File: src/rtl/store_narrow_if.sv
// store_narrow_if
//   Bundles the store request/response handshake and the word-wide data RAM
//   port used by store_narrow_unit.
//   Request side : req_valid/req_ready, req_addr (byte address), req_data,
//                  req_size (00 byte, 01 half, 10 word, 11 illegal),
//                  done/addr_err completion pulses.
//   Memory side  : mem_addr (word address), mem_rd/mem_rdata/mem_rvalid,
//                  mem_wr/mem_wdata/mem_wack.
//   Modports     : slave  = the store unit
//                  master = MEM-stage control plus RAM (the environment)
interface store_narrow_if #(
  parameter int ADDR_W = 32
);
  logic              req_valid;
  logic              req_ready;
  logic [ADDR_W-1:0] req_addr;
  logic [31:0]       req_data;
  logic [1:0]        req_size;
  logic              done;
  logic              addr_err;
  logic [ADDR_W-3:0] mem_addr;
  logic              mem_rd;
  logic [31:0]       mem_rdata;
  logic              mem_rvalid;
  logic              mem_wr;
  logic [31:0]       mem_wdata;
  logic              mem_wack;

  modport slave (
    input  req_valid, req_addr, req_data, req_size,
    input  mem_rdata, mem_rvalid, mem_wack,
    output req_ready, done, addr_err,
    output mem_addr, mem_rd, mem_wr, mem_wdata
  );

  modport master (
    output req_valid, req_addr, req_data, req_size,
    output mem_rdata, mem_rvalid, mem_wack,
    input  req_ready, done, addr_err,
    input  mem_addr, mem_rd, mem_wr, mem_wdata
  );
endinterface

File: src/rtl/store_narrow_unit.sv
// store_narrow_unit
//   Narrows a 32-bit GPR value to byte/half/word and stores it into a
//   word-wide RAM with no byte enables. Word stores write directly; sub-word
//   stores read the word, splice the new lane(s) in, and write it back.
//   Misaligned or illegal-size requests complete at once with addr_err and
//   touch no memory.
// Ports
//   clk   : rising-edge clock
//   rst_n : asynchronous active-low reset (aborts any operation, drops strobes)
//   bus   : store_narrow_if.slave (request handshake + RAM port)
module store_narrow_unit #(
  parameter int ADDR_W = 32
) (
  input  logic          clk,
  input  logic          rst_n,
  store_narrow_if.slave bus
);

  typedef enum logic [2:0] {
    S_IDLE,
    S_RD,
    S_MERGE,
    S_WR,
    S_FIN,
    S_ERR
  } state_e;

  state_e            state_q, state_d;
  logic [ADDR_W-1:0] addr_q;
  logic [15:0]       data_q;   // only the low half is ever spliced in
  logic [1:0]        size_q;
  logic [31:0]       wdata_q;  // holds read word, then merged / word data
  logic [31:0]       merged;
  logic              accept;
  logic              bad;

  assign accept = bus.req_valid && (state_q == S_IDLE);

  // Illegal size, or a half/word not naturally aligned.
  assign bad = (bus.req_size == 2'b11) ||
               ((bus.req_size == 2'b01) && bus.req_addr[0]) ||
               ((bus.req_size == 2'b10) && (bus.req_addr[1:0] != 2'b00));

  // Replace only the addressed lane(s); every other bit of the read word
  // passes through untouched.
  always_comb begin
    merged = wdata_q;
    case (size_q)
      2'b00:   merged[{addr_q[1:0], 3'b000} +: 8]  = data_q[7:0];
      2'b01:   merged[{addr_q[1], 4'b0000} +: 16] = data_q;
      default: ;
    endcase
  end

  always_ff @(posedge clk or negedge rst_n) begin
    if (!rst_n) state_q <= S_IDLE;
    else        state_q <= state_d;
  end

  always_comb begin
    state_d       = state_q;
    bus.req_ready = 1'b0;
    bus.done      = 1'b0;
    bus.addr_err  = 1'b0;
    bus.mem_rd    = 1'b0;
    bus.mem_wr    = 1'b0;
    case (state_q)
      S_IDLE: begin
        bus.req_ready = 1'b1;
        if (bus.req_valid) begin
          if (bad)                        state_d = S_ERR;
          else if (bus.req_size == 2'b10) state_d = S_WR;
          else                            state_d = S_RD;
        end
      end
      S_RD: begin
        bus.mem_rd = 1'b1;
        if (bus.mem_rvalid) state_d = S_MERGE;
      end
      S_MERGE: state_d = S_WR;
      S_WR: begin
        bus.mem_wr = 1'b1;
        if (bus.mem_wack) state_d = S_FIN;
      end
      S_FIN: begin
        bus.done = 1'b1;
        state_d  = S_IDLE;
      end
      S_ERR: begin
        bus.done     = 1'b1;
        bus.addr_err = 1'b1;
        state_d      = S_IDLE;
      end
      default: state_d = S_IDLE;
    endcase
  end

  always_ff @(posedge clk or negedge rst_n) begin
    if (!rst_n) begin
      addr_q  <= '0;
      data_q  <= '0;
      size_q  <= '0;
      wdata_q <= '0;
    end else begin
      case (state_q)
        S_IDLE: if (accept) begin
          addr_q <= bus.req_addr;
          data_q <= bus.req_data[15:0];
          size_q <= bus.req_size;
          // Word stores skip the read, so the write word is loaded here.
          if (!bad && bus.req_size == 2'b10) wdata_q <= bus.req_data;
        end
        S_RD:    if (bus.mem_rvalid) wdata_q <= bus.mem_rdata;
        S_MERGE: wdata_q <= merged;
        default: ;
      endcase
    end
  end

  // Address is latched at accept, so it stays constant across RD and WR.
  assign bus.mem_addr  = addr_q[ADDR_W-1:2];
  assign bus.mem_wdata = wdata_q;

endmodule

File: src/flat_wrapper.sv
// flat-port wrapper written by rule: the top's interface ports become plain ports
module store_narrow_unit_flat 
#(
  parameter int ADDR_W = 32
)
  (clk, rst_n, bus_req_valid, bus_req_addr, bus_req_data, bus_req_size, bus_mem_rdata, bus_mem_rvalid, bus_mem_wack, bus_req_ready, bus_done, bus_addr_err, bus_mem_addr, bus_mem_rd, bus_mem_wr, bus_mem_wdata);
  store_narrow_if #(.ADDR_W(ADDR_W)) bus_i ();
  input  logic clk;
  input  logic rst_n;
  input wire logic [$bits(bus_i.req_valid)-1:0] bus_req_valid;
  input wire logic [$bits(bus_i.req_addr)-1:0] bus_req_addr;
  input wire logic [$bits(bus_i.req_data)-1:0] bus_req_data;
  input wire logic [$bits(bus_i.req_size)-1:0] bus_req_size;
  input wire logic [$bits(bus_i.mem_rdata)-1:0] bus_mem_rdata;
  input wire logic [$bits(bus_i.mem_rvalid)-1:0] bus_mem_rvalid;
  input wire logic [$bits(bus_i.mem_wack)-1:0] bus_mem_wack;
  output wire logic [$bits(bus_i.req_ready)-1:0] bus_req_ready;
  output wire logic [$bits(bus_i.done)-1:0] bus_done;
  output wire logic [$bits(bus_i.addr_err)-1:0] bus_addr_err;
  output wire logic [$bits(bus_i.mem_addr)-1:0] bus_mem_addr;
  output wire logic [$bits(bus_i.mem_rd)-1:0] bus_mem_rd;
  output wire logic [$bits(bus_i.mem_wr)-1:0] bus_mem_wr;
  output wire logic [$bits(bus_i.mem_wdata)-1:0] bus_mem_wdata;
  assign bus_i.req_valid = bus_req_valid;
  assign bus_i.req_addr = bus_req_addr;
  assign bus_i.req_data = bus_req_data;
  assign bus_i.req_size = bus_req_size;
  assign bus_i.mem_rdata = bus_mem_rdata;
  assign bus_i.mem_rvalid = bus_mem_rvalid;
  assign bus_i.mem_wack = bus_mem_wack;
  assign bus_req_ready = bus_i.req_ready;
  assign bus_done = bus_i.done;
  assign bus_addr_err = bus_i.addr_err;
  assign bus_mem_addr = bus_i.mem_addr;
  assign bus_mem_rd = bus_i.mem_rd;
  assign bus_mem_wr = bus_i.mem_wr;
  assign bus_mem_wdata = bus_i.mem_wdata;
  store_narrow_unit #(.ADDR_W(ADDR_W)) u_core (.clk(clk), .rst_n(rst_n), .bus(bus_i));
endmodule
File: config.mk
export PLATFORM = sky130hd
export DESIGN_NAME = store_narrow_unit_flat
export DESIGN_NICKNAME = d
export VERILOG_FILES = /design/src/rtl/store_narrow_if.sv /design/src/rtl/store_narrow_unit.sv /design/src/flat_wrapper.sv
export SDC_FILE = /design/constraint.sdc
export NUM_CORES = 1
export LEC_CHECK = 0
export CAP_MARGIN = 20
export CORE_AREA = 5 5 108 110
export CTS_BUF_LIST = sky130_fd_sc_hd__clkbuf_4 sky130_fd_sc_hd__clkbuf_8 sky130_fd_sc_hd__clkbuf_16
export DETAILED_ROUTE_END_ITERATION = 8
export DIE_AREA = 0 0 113 115
export GPL_TIMING_DRIVEN = 0
export PLACE_DENSITY_LB_ADDON = 0.05
export SYNTH_ARGS = -nofsm -noshare
export SYNTH_HDL_FRONTEND = slang
export SYNTH_SLANG_ARGS = --single-unit
File: constraint.sdc
create_clock -name clk -period 4.15 [get_ports clk]
set_input_delay 0.6225 -clock clk [delete_from_list [all_inputs] [get_ports clk]]
set_output_delay 0.6225 -clock clk [all_outputs]
set_load 0.05 [all_outputs]
==> results by group <==
Outcome
  – Run status: finished clean

Pwr
  – Clk pwr share: between 8 and 9%
  – Sequential group share of total power: about a quarter
  – Comb pwr share: about 67%
  – PwrDens: 967 mW/mm²
  – Power Total: approximately 0.0070 W
  – Total internal power: between 0.003 and 0.004 W
  – Pleak: just under 3 nW
  – Sw frac: around 50%
  – VDD IR max: 0.000546 V
  – Net switching power: between 0.003 and 0.004 W

Layout
  – # nets final: 771
  – Area grow syn2layout: 40.8%
  – Non-filler cells, final: about 810
  – ANT cells: 0
  – Multi-input gate area: roughly 0.0025 mm²
  – Filler Cell Count: around 850
  – Share of layout cells above drive strength 1: approximately 18%
  – Register area: ~0.0021 mm²

Timing
  – Hold Fails Final Rpt: 0
  – Final WS setup: around 0.86 ns
  – Final period util: between 70 and 80%
  – Max Slew Vio Count: 0
  – Slew headroom: between 60 and 70%
  – Fmax: 304 MHz
  – Setup violators final: 0
  – Least-Margin Pin Slew: 0.587 ns
  – Fin Clk Skew: 0.00667 ns
  – Min cycle time layout: 3.29 ns
  – Setup tns final: 0 ns
  – Unrepaired setup endpoints after global routing: no

Setup path
  – CP startpoint kind: flop
  – Arrival time at the worst endpoint: approximately 2.7 ns
  – Critical-path maximum fanout: 10
  – Worst Setup SP: u_core.state_q[2]
  – Worst Path Required: approximately 3.5 ns
  – Worst r2r src: u_core.addr_q[1]
  – Worst setup EP type: output port
  – WS Path Type: reg2out

Synth
  – Yosys top cell area share: 41.6%
  – Main area contributors after synthesis: dfrtp_1 (42%), mux2_2 (11%), a32o_1 (6.3%)
  – Synthesized instance count: just under 500
  – Mapped Avg Cell Area: 10.6 µm²
  – Fraction of registers with async set/reset: 100%
  – Register area share after synthesis: 41.6%
  – Synth cell count leaders: dfrtp_1 (85), mux2_2 (48), nor2_1 (36)
  – Post-synth EDFFs: 0
  – Main synth FF type: dfrtp_1
  – Syn nets: between 500 and 600
  – Post-synth cell types: 31
  – FF+latch count, synth: 85
  – Synth area leader: dfrtp_1
  – Most common cell in the netlist: dfrtp_1
  – Yosys warning total: 0
  – Mapped Area: around 0.0051 mm²

Global route
  – Gr usage total: 25.2%
  – GRT overflow: 0
  – Vias in the first global route: 5111
  – First-pass GRT wire length: about 26000 µm
  – Antenna violations before repair: 0
  – Pin count of the biggest net entering global routing: 48

Clocking
  – Max H-tree Level: 3
  – CTS tree: yes
  – Max clock buf depth: 2
  – CTS sink count: 85
  – Clock transition at path regs: roughly 0.080 ns
  – Setup Buffers After CTS: 0
  – Clock root buffer: clkbuf_8
  – Skew-Pair Late Insertion Delay: 0.36 ns
  – CTS-repair resized insts: 0
  – Cts-stage hold buffer count: 0
  – CTS Buf Count: 9

Die
  – Row Count: 38
  – Number of I/O pins: 170
  – Core area: about 0.011 mm²
  – Die H: between 100 and 150 µm
  – Initial Utilization: between 40% and 50%
  – Die X-Extent: approximately 110 µm
  – Die footprint: 0.0130 mm²

Drt
  – Routed len/inst: around 20 µm
  – Met1 WL: 6290 µm
  – Metal2 WL: 7850 µm
  – Via count: between 4000 and 5000
  – DR iter-0 viols: 271
  – DRC: 0
  – Antenna Nets Post-Route: 0
  – WL final: approximately 16000 µm
  – Vias per inst: between 6 and 7
  – Top Metal Used: met4
  – DRT Pass-1 Iters: 5
  – Metal3 WL: about 1700 µm

Placement
  – Worst slack, placed: around 1.1 ns
  – Cells after DPL: a little under 800
  – Post-DP HPWL: approximately 12000 µm
  – Routability cong.: about 0.93
  – Port bufs: 169

Worst hold path
  – Hold crit path type: in2async

Run
  – Max capacitance violation total: 0
-- worst max-delay path, cell delays in order (launching register included) --
cell and delay, ns:
dfrtp_1 0.32, buf_2 0.20, clkinv_1 0.31, clkbuf_1 0.33, nor2_1 0.19, and2_1 0.15, clkdlybuf4s50_1 0.81
-- power groups by stage --
stage	clock [W]	sequential, W	combinational, W
floorplan	0	0.00211	0.00281
global placement	0	0.00169	0.00454
detailed placement	0	0.00172	0.00463
CTS	0.000586	0.00171	0.00465
global route	0.000618	0.00178	0.00498
finish	0.000573	0.00172	0.00467
-- state kept, by name, indices dropped and copies added (netlist names) --
name	count
u_core.size_q	2
u_core.state_q	3
u_core.bus.mem_wdata	32
u_core.addr_q	32
u_core.data_q	16
-- worst paths after layout --
check / endpoint / slack (ns) / cells after the start
setup / recovery: bus_addr_err / 0.86 / 6
hold / removal: u_core.bus.mem_wdata[22] / 0.23 / 1
setup reg to reg: u_core.bus.mem_wdata[30] / 1.27 / 9
hold reg to reg: u_core.addr_q[10] / 0.51 / 1
max in group asynchronous: u_core.state_q[2] / 3.29 / 2
min in group clk: u_core.addr_q[10] / 0.51 / 1
-- per-layer routing --
layer	up-vias	track usage, %
li1	2216	-
met1	2344	30.1
met2	265	42.1
met3	35	8.32
met4	0	10.7
met5	-	0
-- placed cells by master (no fill, tap or decap), types with 2 or more instances in the layout --
| master | count |
|---|---|
| a221oi_1 | 33 |
| a21oi_1 | 33 |
| clkbuf_4 | 3 |
| a31oi_1 | 32 |
| clkdlybuf4s50_1 | 168 |
| nor4b_1 | 2 |
| ha_1 | 5 |
| nor3_1 | 3 |
| nor2b_1 | 2 |
| nor2_1 | 36 |
| clkbuf_8 | 12 |
| a32o_1 | 32 |
| clkbuf_1 | 21 |
| buf_4 | 34 |
| mux2i_1 | 32 |
| nand2_1 | 4 |
| a211o_1 | 32 |
| buf_2 | 21 |
| dfrtp_1 | 85 |
| nor4bb_1 | 2 |
| and2_1 | 3 |
| mux2_2 | 48 |
| inv_1 | 7 |
| o21ai_0 | 4 |
| nor3b_1 | 2 |
-- per-stage QoR --
stage / instance area, µm² / util (%) / hold slack (ns)
6_report: 7200 / 67.9 / 0.230
2_1_floorplan: 5110 / - / 0.327
3_3_place_gp: 6980 / 65.8 / 0.486
5_1_grt: 7200 / 67.9 / 0.268
3_5_place_dp: 7000 / 66.1 / 0.497
4_1_cts: 7190 / 67.8 / 0.246
-- final cells by class --
class | count | share of cell area, %
well taps | 140 | 2.43
clock buffers | 14 | 2.50
flip-flops and latches | 85 | 29.6
repair buffers | 171 | 24.0
inverters | 8 | 0.417
multi-input cells | 312 | 35.0
clock inverters | 1 | 0.0695
plain buffers | 76 | 6.05
-- kinds of logic (layout without fill, tap and decap cells) --
kind of cell               after synthesis  after routing  synth area share, %
muxes                                   80             80                 16.8
DFF                                     85             85                 41.6
AOI/OAI and AO/OA                      170            170                 25.6
and+or+nand+nor                         57             57                 5.68
adders and majority gates                5              5                 1.22
buffers and inverters                   84            270                 9.10
Note: power is estimated with default switching activity, not from simulation.
